==> config.mk <==
export PLATFORM = sky130hd
export DESIGN_NAME = wallace
export DESIGN_NICKNAME = d
export VERILOG_FILES = /design/src/rtl/wallace_pkg.sv /design/src/rtl/wallace_fa.sv /design/src/rtl/wallace.sv
export SDC_FILE = /design/constraint.sdc
export NUM_CORES = 2
export LEC_CHECK = 0
export CAP_MARGIN = 20
export CORE_UTILIZATION = 70
export DETAILED_ROUTE_END_ITERATION = 8
export PLACE_DENSITY_LB_ADDON = 0.1
export SETUP_SLACK_MARGIN = 0.4
export SLEW_MARGIN = 10
export SYNTH_ARGS = -nofsm -noshare
export SYNTH_HDL_FRONTEND = slang
export SYNTH_SLANG_ARGS = --single-unit
==> constraint.sdc <==
create_clock -name clk -period 6.8 [get_ports clk]
set_clock_uncertainty 0.1 [all_clocks]
set_input_delay 1.02 -clock clk [delete_from_list [all_inputs] [get_ports clk]]
set_output_delay 1.02 -clock clk [all_outputs]
set_load 0.03 [all_outputs]
==> src/rtl/wallace_pkg.sv <==
// Shared constants and elaboration-time helpers that size the Wallace reduction tree.
package wallace_pkg;

  localparam int unsigned WIDTH_DEFAULT = 32;
  localparam int unsigned PROD_WIDTH    = 2 * WIDTH_DEFAULT;

  localparam int MAX_LEVELS = 16;
  localparam int MAX_COLS   = 128;

  // Bit count per column at every reduction level, indexed [level][column].
  typedef logic [MAX_LEVELS:0][MAX_COLS-1:0][7:0] height_tab_t;

  function automatic int fa_cells(input int h);
    return h / 3;
  endfunction

  function automatic int ha_cells(input int h);
    return (h % 3 == 2) ? 1 : 0;
  endfunction

  function automatic int pass_bits(input int h);
    return (h % 3 == 1) ? 1 : 0;
  endfunction

  // Each level: groups of three go to a full adder, a leftover pair to a half adder,
  // a single leftover passes through; carries land one column up.
  function automatic height_tab_t build_heights(input int w);
    height_tab_t t;
    int          h;
    int          n;
    t = '0;
    for (int k = 0; k < 2 * w; k++) begin
      t[0][k] = 8'((k < w) ? k + 1 : 2 * w - 1 - k);
    end
    for (int l = 1; l <= MAX_LEVELS; l++) begin
      for (int k = 0; k < 2 * w; k++) begin
        h = int'(t[l-1][k]);
        n = fa_cells(h) + ha_cells(h) + pass_bits(h);
        if (k > 0) begin
          h = int'(t[l-1][k-1]);
          n = n + fa_cells(h) + ha_cells(h);
        end
        t[l][k] = 8'(n);
      end
    end
    return t;
  endfunction

  // First level at which no column holds more than two bits.
  function automatic int tree_levels(input height_tab_t t, input int w);
    int hmax;
    for (int l = 0; l <= MAX_LEVELS; l++) begin
      hmax = 0;
      for (int k = 0; k < 2 * w; k++) begin
        if (int'(t[l][k]) > hmax) hmax = int'(t[l][k]);
      end
      if (hmax <= 2) return l;
    end
    return MAX_LEVELS;
  endfunction

  // Number of carries entering column k of level l from column k-1 of level l-1.
  function automatic int carries_in(input height_tab_t t, input int l, input int k);
    int h;
    if (l == 0 || k == 0) return 0;
    h = int'(t[l-1][k-1]);
    return fa_cells(h) + ha_cells(h);
  endfunction

endpackage

==> src/rtl/wallace_fa.sv <==
// Single-bit full adder; used as a half adder by tying cin low.
module wallace_fa (
  input  logic x,
  input  logic y,
  input  logic cin,
  output logic s,
  output logic cout
);

  assign s    = x ^ y ^ cin;
  assign cout = (x & y) | (cin & (x ^ y));

endmodule

==> src/rtl/wallace.sv <==
// Two-stage unsigned multiplier: structural Wallace tree, registered sum/carry, then a CPA.
module wallace
  import wallace_pkg::*;
#(
  parameter int unsigned WIDTH = WIDTH_DEFAULT
) (
  input  logic               clk,
  input  logic               rst_n,
  input  logic               in_valid,
  input  logic [WIDTH-1:0]   a,
  input  logic [WIDTH-1:0]   b,
  output logic [2*WIDTH-1:0] c,
  output logic               out_valid
);

  localparam int W    = int'(WIDTH);
  localparam int PW   = 2 * W;
  localparam int MaxH = W;

  localparam height_tab_t HTab   = build_heights(W);
  localparam int          Levels = tree_levels(HTab, W);

  logic [PW-1:0] tree_sum;
  logic [PW-1:0] tree_car;
  logic [PW-1:0] sum_q;
  logic [PW-1:0] car_q;
  logic          vld_q;

  for (genvar l = 0; l <= Levels; l++) begin : g_lvl
    for (genvar k = 0; k < PW; k++) begin : g_col
      localparam int H   = int'(HTab[l][k]);
      localparam int NFa = fa_cells(H);
      localparam int NHa = ha_cells(H);

      logic [MaxH-1:0] bits;
      logic [MaxH-1:0] sums;
      logic [MaxH-1:0] cars;
      logic            unused_col;

      if (l == 0) begin : g_pp
        localparam int Lo = (k < W) ? 0 : k - W + 1;
        for (genvar t = 0; t < H; t++) begin : g_bit
          assign bits[t] = a[k - Lo - t] & b[Lo + t];
        end
      end else begin : g_merge
        // Own sums first, then the pass-through bit, then carries from the column below.
        localparam int HP   = int'(HTab[l-1][k]);
        localparam int Own  = fa_cells(HP) + ha_cells(HP);
        localparam int Pass = pass_bits(HP);
        localparam int NCin = carries_in(HTab, l, k);
        for (genvar t = 0; t < Own; t++) begin : g_own
          assign bits[t] = g_lvl[l-1].g_col[k].sums[t];
        end
        if (Pass == 1) begin : g_pass
          assign bits[Own] = g_lvl[l-1].g_col[k].bits[HP-1];
        end
        if (k > 0) begin : g_cin
          for (genvar t = 0; t < NCin; t++) begin : g_bit
            assign bits[Own + Pass + t] = g_lvl[l-1].g_col[k-1].cars[t];
          end
        end
      end

      if (H < MaxH) begin : g_fill
        assign bits[MaxH-1:H] = '0;
      end

      if (l < Levels) begin : g_red
        for (genvar g = 0; g < NFa; g++) begin : g_fa
          wallace_fa u_fa (
            .x   (bits[3*g]),
            .y   (bits[3*g+1]),
            .cin (bits[3*g+2]),
            .s   (sums[g]),
            .cout(cars[g])
          );
        end
        if (NHa == 1) begin : g_ha
          wallace_fa u_ha (
            .x   (bits[3*NFa]),
            .y   (bits[3*NFa+1]),
            .cin (1'b0),
            .s   (sums[NFa]),
            .cout(cars[NFa])
          );
        end
        if (NFa + NHa < MaxH) begin : g_zero
          assign sums[MaxH-1:NFa+NHa] = '0;
          assign cars[MaxH-1:NFa+NHa] = '0;
        end
      end else begin : g_out
        assign sums        = '0;
        assign cars        = '0;
        assign tree_sum[k] = bits[0];
        assign tree_car[k] = bits[1];
      end

      // Carries out of the top column are always zero because the product fits in PW bits.
      assign unused_col = ^{bits, sums, cars};
    end
  end

  always_ff @(posedge clk or negedge rst_n) begin
    if (!rst_n) begin
      sum_q     <= '0;
      car_q     <= '0;
      vld_q     <= 1'b0;
      c         <= '0;
      out_valid <= 1'b0;
    end else begin
      sum_q     <= tree_sum;
      car_q     <= tree_car;
      vld_q     <= in_valid;
      out_valid <= vld_q;
      if (vld_q) begin
        c <= sum_q + car_q;
      end
    end
  end

endmodule

# After elaboration in Yosys (flattened, before gate mapping)
# Index checks and enable logic that the tools add are counted.
# totals
reg_bits,185
inputBits,67
out_inout_bits,65
elab_cells,5957
# op_classes
addsub,1
n_bitwise,5951
# ops
operator,count
bitwise AND 1 bit,3035
bitwise XOR 1 bit,2016
OR 1 bit,900
adder 64 bit,1

# Longest topological paths before layout
# logic_depth
depth_word,21
mapped_depth,17
depth_no_buf,16

# Hierarchy
# A second synthesis with hierarchy kept.
# hier_totals
cells_unflattened,3066
area_unflattened_um2,38159.1
# by_module_without_submodules
module,n_inst,cells_per_inst,area_each_um2,seq_area_each_um2
wallace_fa,1116,1,20.0,0.0
wallace,1,1950,15817.7,4629.4

# Least setup slack after synthesis
# Ideal clock, no wire load.
# synth_path
path_kind,in2reg
from,in a[31]
to,reg sum_q[34]
setup_time_ns,0.114
t_arrival_ns,5.772
required_ns,6.586
setup_slack_ns,0.814
path_stages,15
n_path_buf,1
cell_sequence,clkbuf_1 > nand2_1 > fa_1 > fa_1 > fa_1 > inv_1 > fa_1 > inv_1 > fa_1 > fa_1 > inv_1 > fa_1 > inv_1 > fa_1 > inv_1
# synth_via
elab_chain_cells,19
word_cells_on_any_way,173
cone_classes,173 x bitwise
# synth_rtl
item,line,source
"start, declared",wallace.sv:10,"input logic [WIDTH-1:0] a,"
bitwise AND 1 bit,wallace.sv:43,assign bits[t] = a[k - Lo - t] & b[Lo + t];
bitwise XOR 1 bit,"wallace_fa.sv:10, wallace_fa.sv:11",
bitwise AND 1 bit,wallace_fa.sv:11,assign cout = (x & y) | (cin & (x ^ y));
OR 1 bit,wallace_fa.sv:11,
bitwise XOR 1 bit,"wallace_fa.sv:10, wallace_fa.sv:11",
bitwise AND 1 bit / bitwise XOR 1 bit (equally long branches),"wallace_fa.sv:11, wallace_fa.sv:10",
OR 1 bit / bitwise XOR 1 bit (equally long branches),"wallace_fa.sv:11, wallace_fa.sv:10",
bitwise XOR 1 bit,wallace_fa.sv:10,assign s = x ^ y ^ cin;
bitwise XOR 1 bit (on tied branches),"wallace_fa.sv:10, wallace_fa.sv:11",
bitwise XOR 1 bit / bitwise AND 1 bit (equally long branches),"wallace_fa.sv:10, wallace_fa.sv:11",
bitwise XOR 1 bit / OR 1 bit (equally long branches),"wallace_fa.sv:10, wallace_fa.sv:11",
bitwise XOR 1 bit (7 in a row),wallace_fa.sv:10,
bitwise XOR 1 bit *,wallace_fa.sv:10,
net g_lvl[7].g_col[34].g_red.g_fa[0].u_fa.s,wallace_fa.sv:6,"output logic s,"
"end signal, assigned",wallace.sv:111,sum_q <= tree_sum;
"end, declared",wallace.sv:25,logic [PW-1:0] sum_q;
# Mark *: on every way through the listed nets, which the timed path passes. The rest lies on a longest branch.
# A chain may end at the register's enable or synchronous reset.

# Final worst setup path
# layout_path
from,in a[7]
to,reg sum_q[33]
# layout_via
elab_chain_cells,18
word_cells_on_any_way,225
cone_classes,225 x bitwise
# layout_rtl
item,line
bitwise AND 1 bit,wallace.sv:43
bitwise XOR 1 bit,"wallace_fa.sv:10, wallace_fa.sv:11"
bitwise AND 1 bit / bitwise XOR 1 bit (equally long branches),"wallace_fa.sv:11, wallace_fa.sv:10"
OR 1 bit / bitwise XOR 1 bit (equally long branches),"wallace_fa.sv:11, wallace_fa.sv:10"
bitwise XOR 1 bit / bitwise AND 1 bit (equally long branches),"wallace_fa.sv:10, wallace_fa.sv:11"
bitwise AND 1 bit (tied with other cells),wallace_fa.sv:11
OR 1 bit / bitwise XOR 1 bit (equally long branches),"wallace_fa.sv:11, wallace_fa.sv:10"
bitwise XOR 1 bit (tied with other cells),--
bitwise XOR 1 bit (tied with other cells) (3 in a row),wallace_fa.sv:10
bitwise XOR 1 bit / bitwise AND 1 bit (equally long branches),"wallace_fa.sv:10, wallace_fa.sv:11"
bitwise XOR 1 bit (tied with other cells) (3 in a row),wallace_fa.sv:10
bitwise XOR 1 bit / bitwise AND 1 bit (equally long branches),"wallace_fa.sv:10, wallace_fa.sv:11"
bitwise XOR 1 bit / OR 1 bit (equally long branches),"wallace_fa.sv:10, wallace_fa.sv:11"
bitwise XOR 1 bit *,wallace_fa.sv:10
net g_lvl[7].g_col[33].g_red.g_fa[0].u_fa.s,wallace_fa.sv:6
# Marks and branches as above.

==> flow_summary.json <==
{
  "status": "finished, final reports clean",
  "cts_resized": 0,
  "drive_gt1_share_pct": 6.95,
  "hold_viol": 0,
  "cts_tree": "done",
  "hp-class": "in2async",
  "regToRegEndpoint": "c[59]",
  "timing.final.ws_setup_ps": 463,
  "nets": 5044,
  "die_area_mm2": 0.0538,
  "avgSynthCellArea_um2": 9.95,
  "numCtsBuffers": 17,
  "ys_types": 71,
  "dp_slack_ps": -63.8,
  "r2r_setup_slack_ps": 3440,
  "cp-endpoint": "sum_q[33]",
  "clkLatencyLatePin_ps": 470,
  "maxSlewViolCount": 0,
  "layout_common_cells": "fa_1, nand2_1, inv_1",
  "dp_hpwl_mm": 90.8,
  "rsz0062_at_grt": "false",
  "cp-end-kind": "flop",
  "ctsLongestPathBuffers": 2,
  "cp.required_ps": 7050,
  "async_reset_ff_share_pct": 100,
  "period_needed_ps": 6340,
  "syn_nets": 4953,
  "die_w_um": 232,
  "post-route-period-util_pct": 93.2,
  "cts.clk_slew.worst_paths_ps": 70,
  "coreArea_mm2": 0.0518,
  "postCtsHoldBufs": 0,
  "synth_edf_count": 0,
  "num_vias": 27959,
  "gp_congestion": 1.05,
  "cts_max_level": 4,
  "drtIter0Drc": 3144,
  "cp-startpoint": "a[7]",
  "wl_per_cell_um": 25.5,
  "viasPerCell": 6.20,
  "grt_max_degree": 74,
  "synthCells": 3721,
  "dpl_cell_area_mm2": 0.0400,
  "tightest_slew_ps": 908,
  "routed_wl_mm": 115,
  "syn-cell-area_mm2": 0.0370,
  "io_buffers": 131,
  "grt_pass1_wl_mm": 179,
  "areaGrowthSynthToFinish_pct": 9.69,
  "num_rows": 83,
  "maxCapViolations": 0,
  "ios": 132,
  "r2r_start": "sum_q[9]",
  "finish.utilization_pct": 78.4,
  "drtPass1Iterations": 7,
  "synth_warnings": 0,
  "yosys_register_bits": 185,
  "crit_type": "in2reg",
  "cts.sinks": 185,
  "cp_cell_sequence": "clkdlybuf4s50_1 -> buf_4 -> nand2_1 -> fa_1 -> fa_1 -> fa_1 -> fa_1 -> fa_1 -> fa_1 -> inv_1 -> fa_1 -> inv_1 -> fa_1 -> inv_1",
  "die_h_um": 232,
  "grt_remaining_overflow": 0,
  "path_max_fanout": 15,
  "fin_area_mm2": 0.0406,
  "arrival_ps": 6590,
  "grt_usage_pct": 45.6,
  "ant_nets": 0,
  "cpPeakStageDelay_ps": 810,
  "cts_setup_buffers": 0,
  "path_common_cell": "fa_1",
  "slowest_stage": "clkdlybuf4s50_1",
  "ys_seq_area_share_pct": 12.5,
  "grt_pass1_vias": 31508,
  "ff2ff_path_depth": 12,
  "root_buffer": "clkbuf_16",
  "relSlewSlack_pct": 39.5,
  "setup_viol": 0,
  "max_freq_ghz": 0.158,
  "antenna_found_initial": 5,
  "synth_flop_cell": "dfrtp_1",
  "route.detailed.drc": 0,
  "initial_core_util_pct": 71.4,
  "cp-start-kind": "input pin",
  "layout_commonest_cell": "fa_1"
}
## flip-flops by register name, summed over array words and instances, names as in the netlist
signal / flops
vld_q: 1
car_q: 55
out_valid: 1
c: 64
sum_q: 64
## area by class of cell
cell class                 instances  area (um^2)
inverter                         647         2430
clock buffer                      21          440
tap                              680          851
antenna                            3         7.51
fill                            3311        11200
multi-input combinational       2666        29100
sequential                       185         4630
clock inverter                    11         92.6
timing repair buffer             295         3040
## logic make-up after synthesis
group | count (synthesis) | share of synthesized area [%]
compound gates | 208 | 3.97
xor+xnor | 48 | 1.14
buf+inv | 870 | 8.83
simple gates | 1196 | 14.4
flops | 185 | 12.5
mux | 49 | 1.48
fa+ha+maj | 1165 | 57.7
## per-stage QoR
step	hold slack (ps)	std cells	TNS, ps
finish	378	4508	0
global route	393	4508	0
CTS	374	4505	0
detailed placement	367	4473	-125
global placement	357	4473	-30.3
floorplan	308	3721	0
## worst min-delay path by stage
stage | to | slack, ps | cells past startpoint
after floorplan | out_valid | 310 | 0
after global placement | c[8] | 360 | 1
after detailed placement | c[6] | 370 | 1
after CTS | c[55] | 370 | 1
after global routing | c[2] | 390 | 1
final | c[57] | 380 | 1
## cell usage after synthesis, types with 19 or more instances
library cell	number	area, um^2
a21o_1	28	210
a21oi_1	72	360
and2_1	262	1640
clkbuf_1	218	818
dfrtp_1	185	4630
fa_1	902	18100
ha_1	263	3290
inv_1	647	2430
mux2_2	47	529
nand2_1	820	3080
nand4_1	19	119
nor2_1	40	150
o21ai_0	27	135
xnor2_1	33	289
## layer usage
layer	share of wire, %	vias to the layer above	routed length (um)	GRT usage [%]
met3	14	539	16500	15.4
met4	6.2	4	7120	21.8
li1	-	11214	-	-
met5	0.023	-	26	0
met2	45	2171	51500	70.3
met1	35	14031	39800	58.3
## worst max-delay path: cells and delay by family
kind / cells / cell delay [ps]
buffers and inverters: 5 / 1360
and+or+nand+nor: 1 / 110
adders and majority gates: 8 / 4080
Power is left out: the tool's default activity adds up to more than one toggle a clock period on the data nets, which glitch-free logic cannot reach.
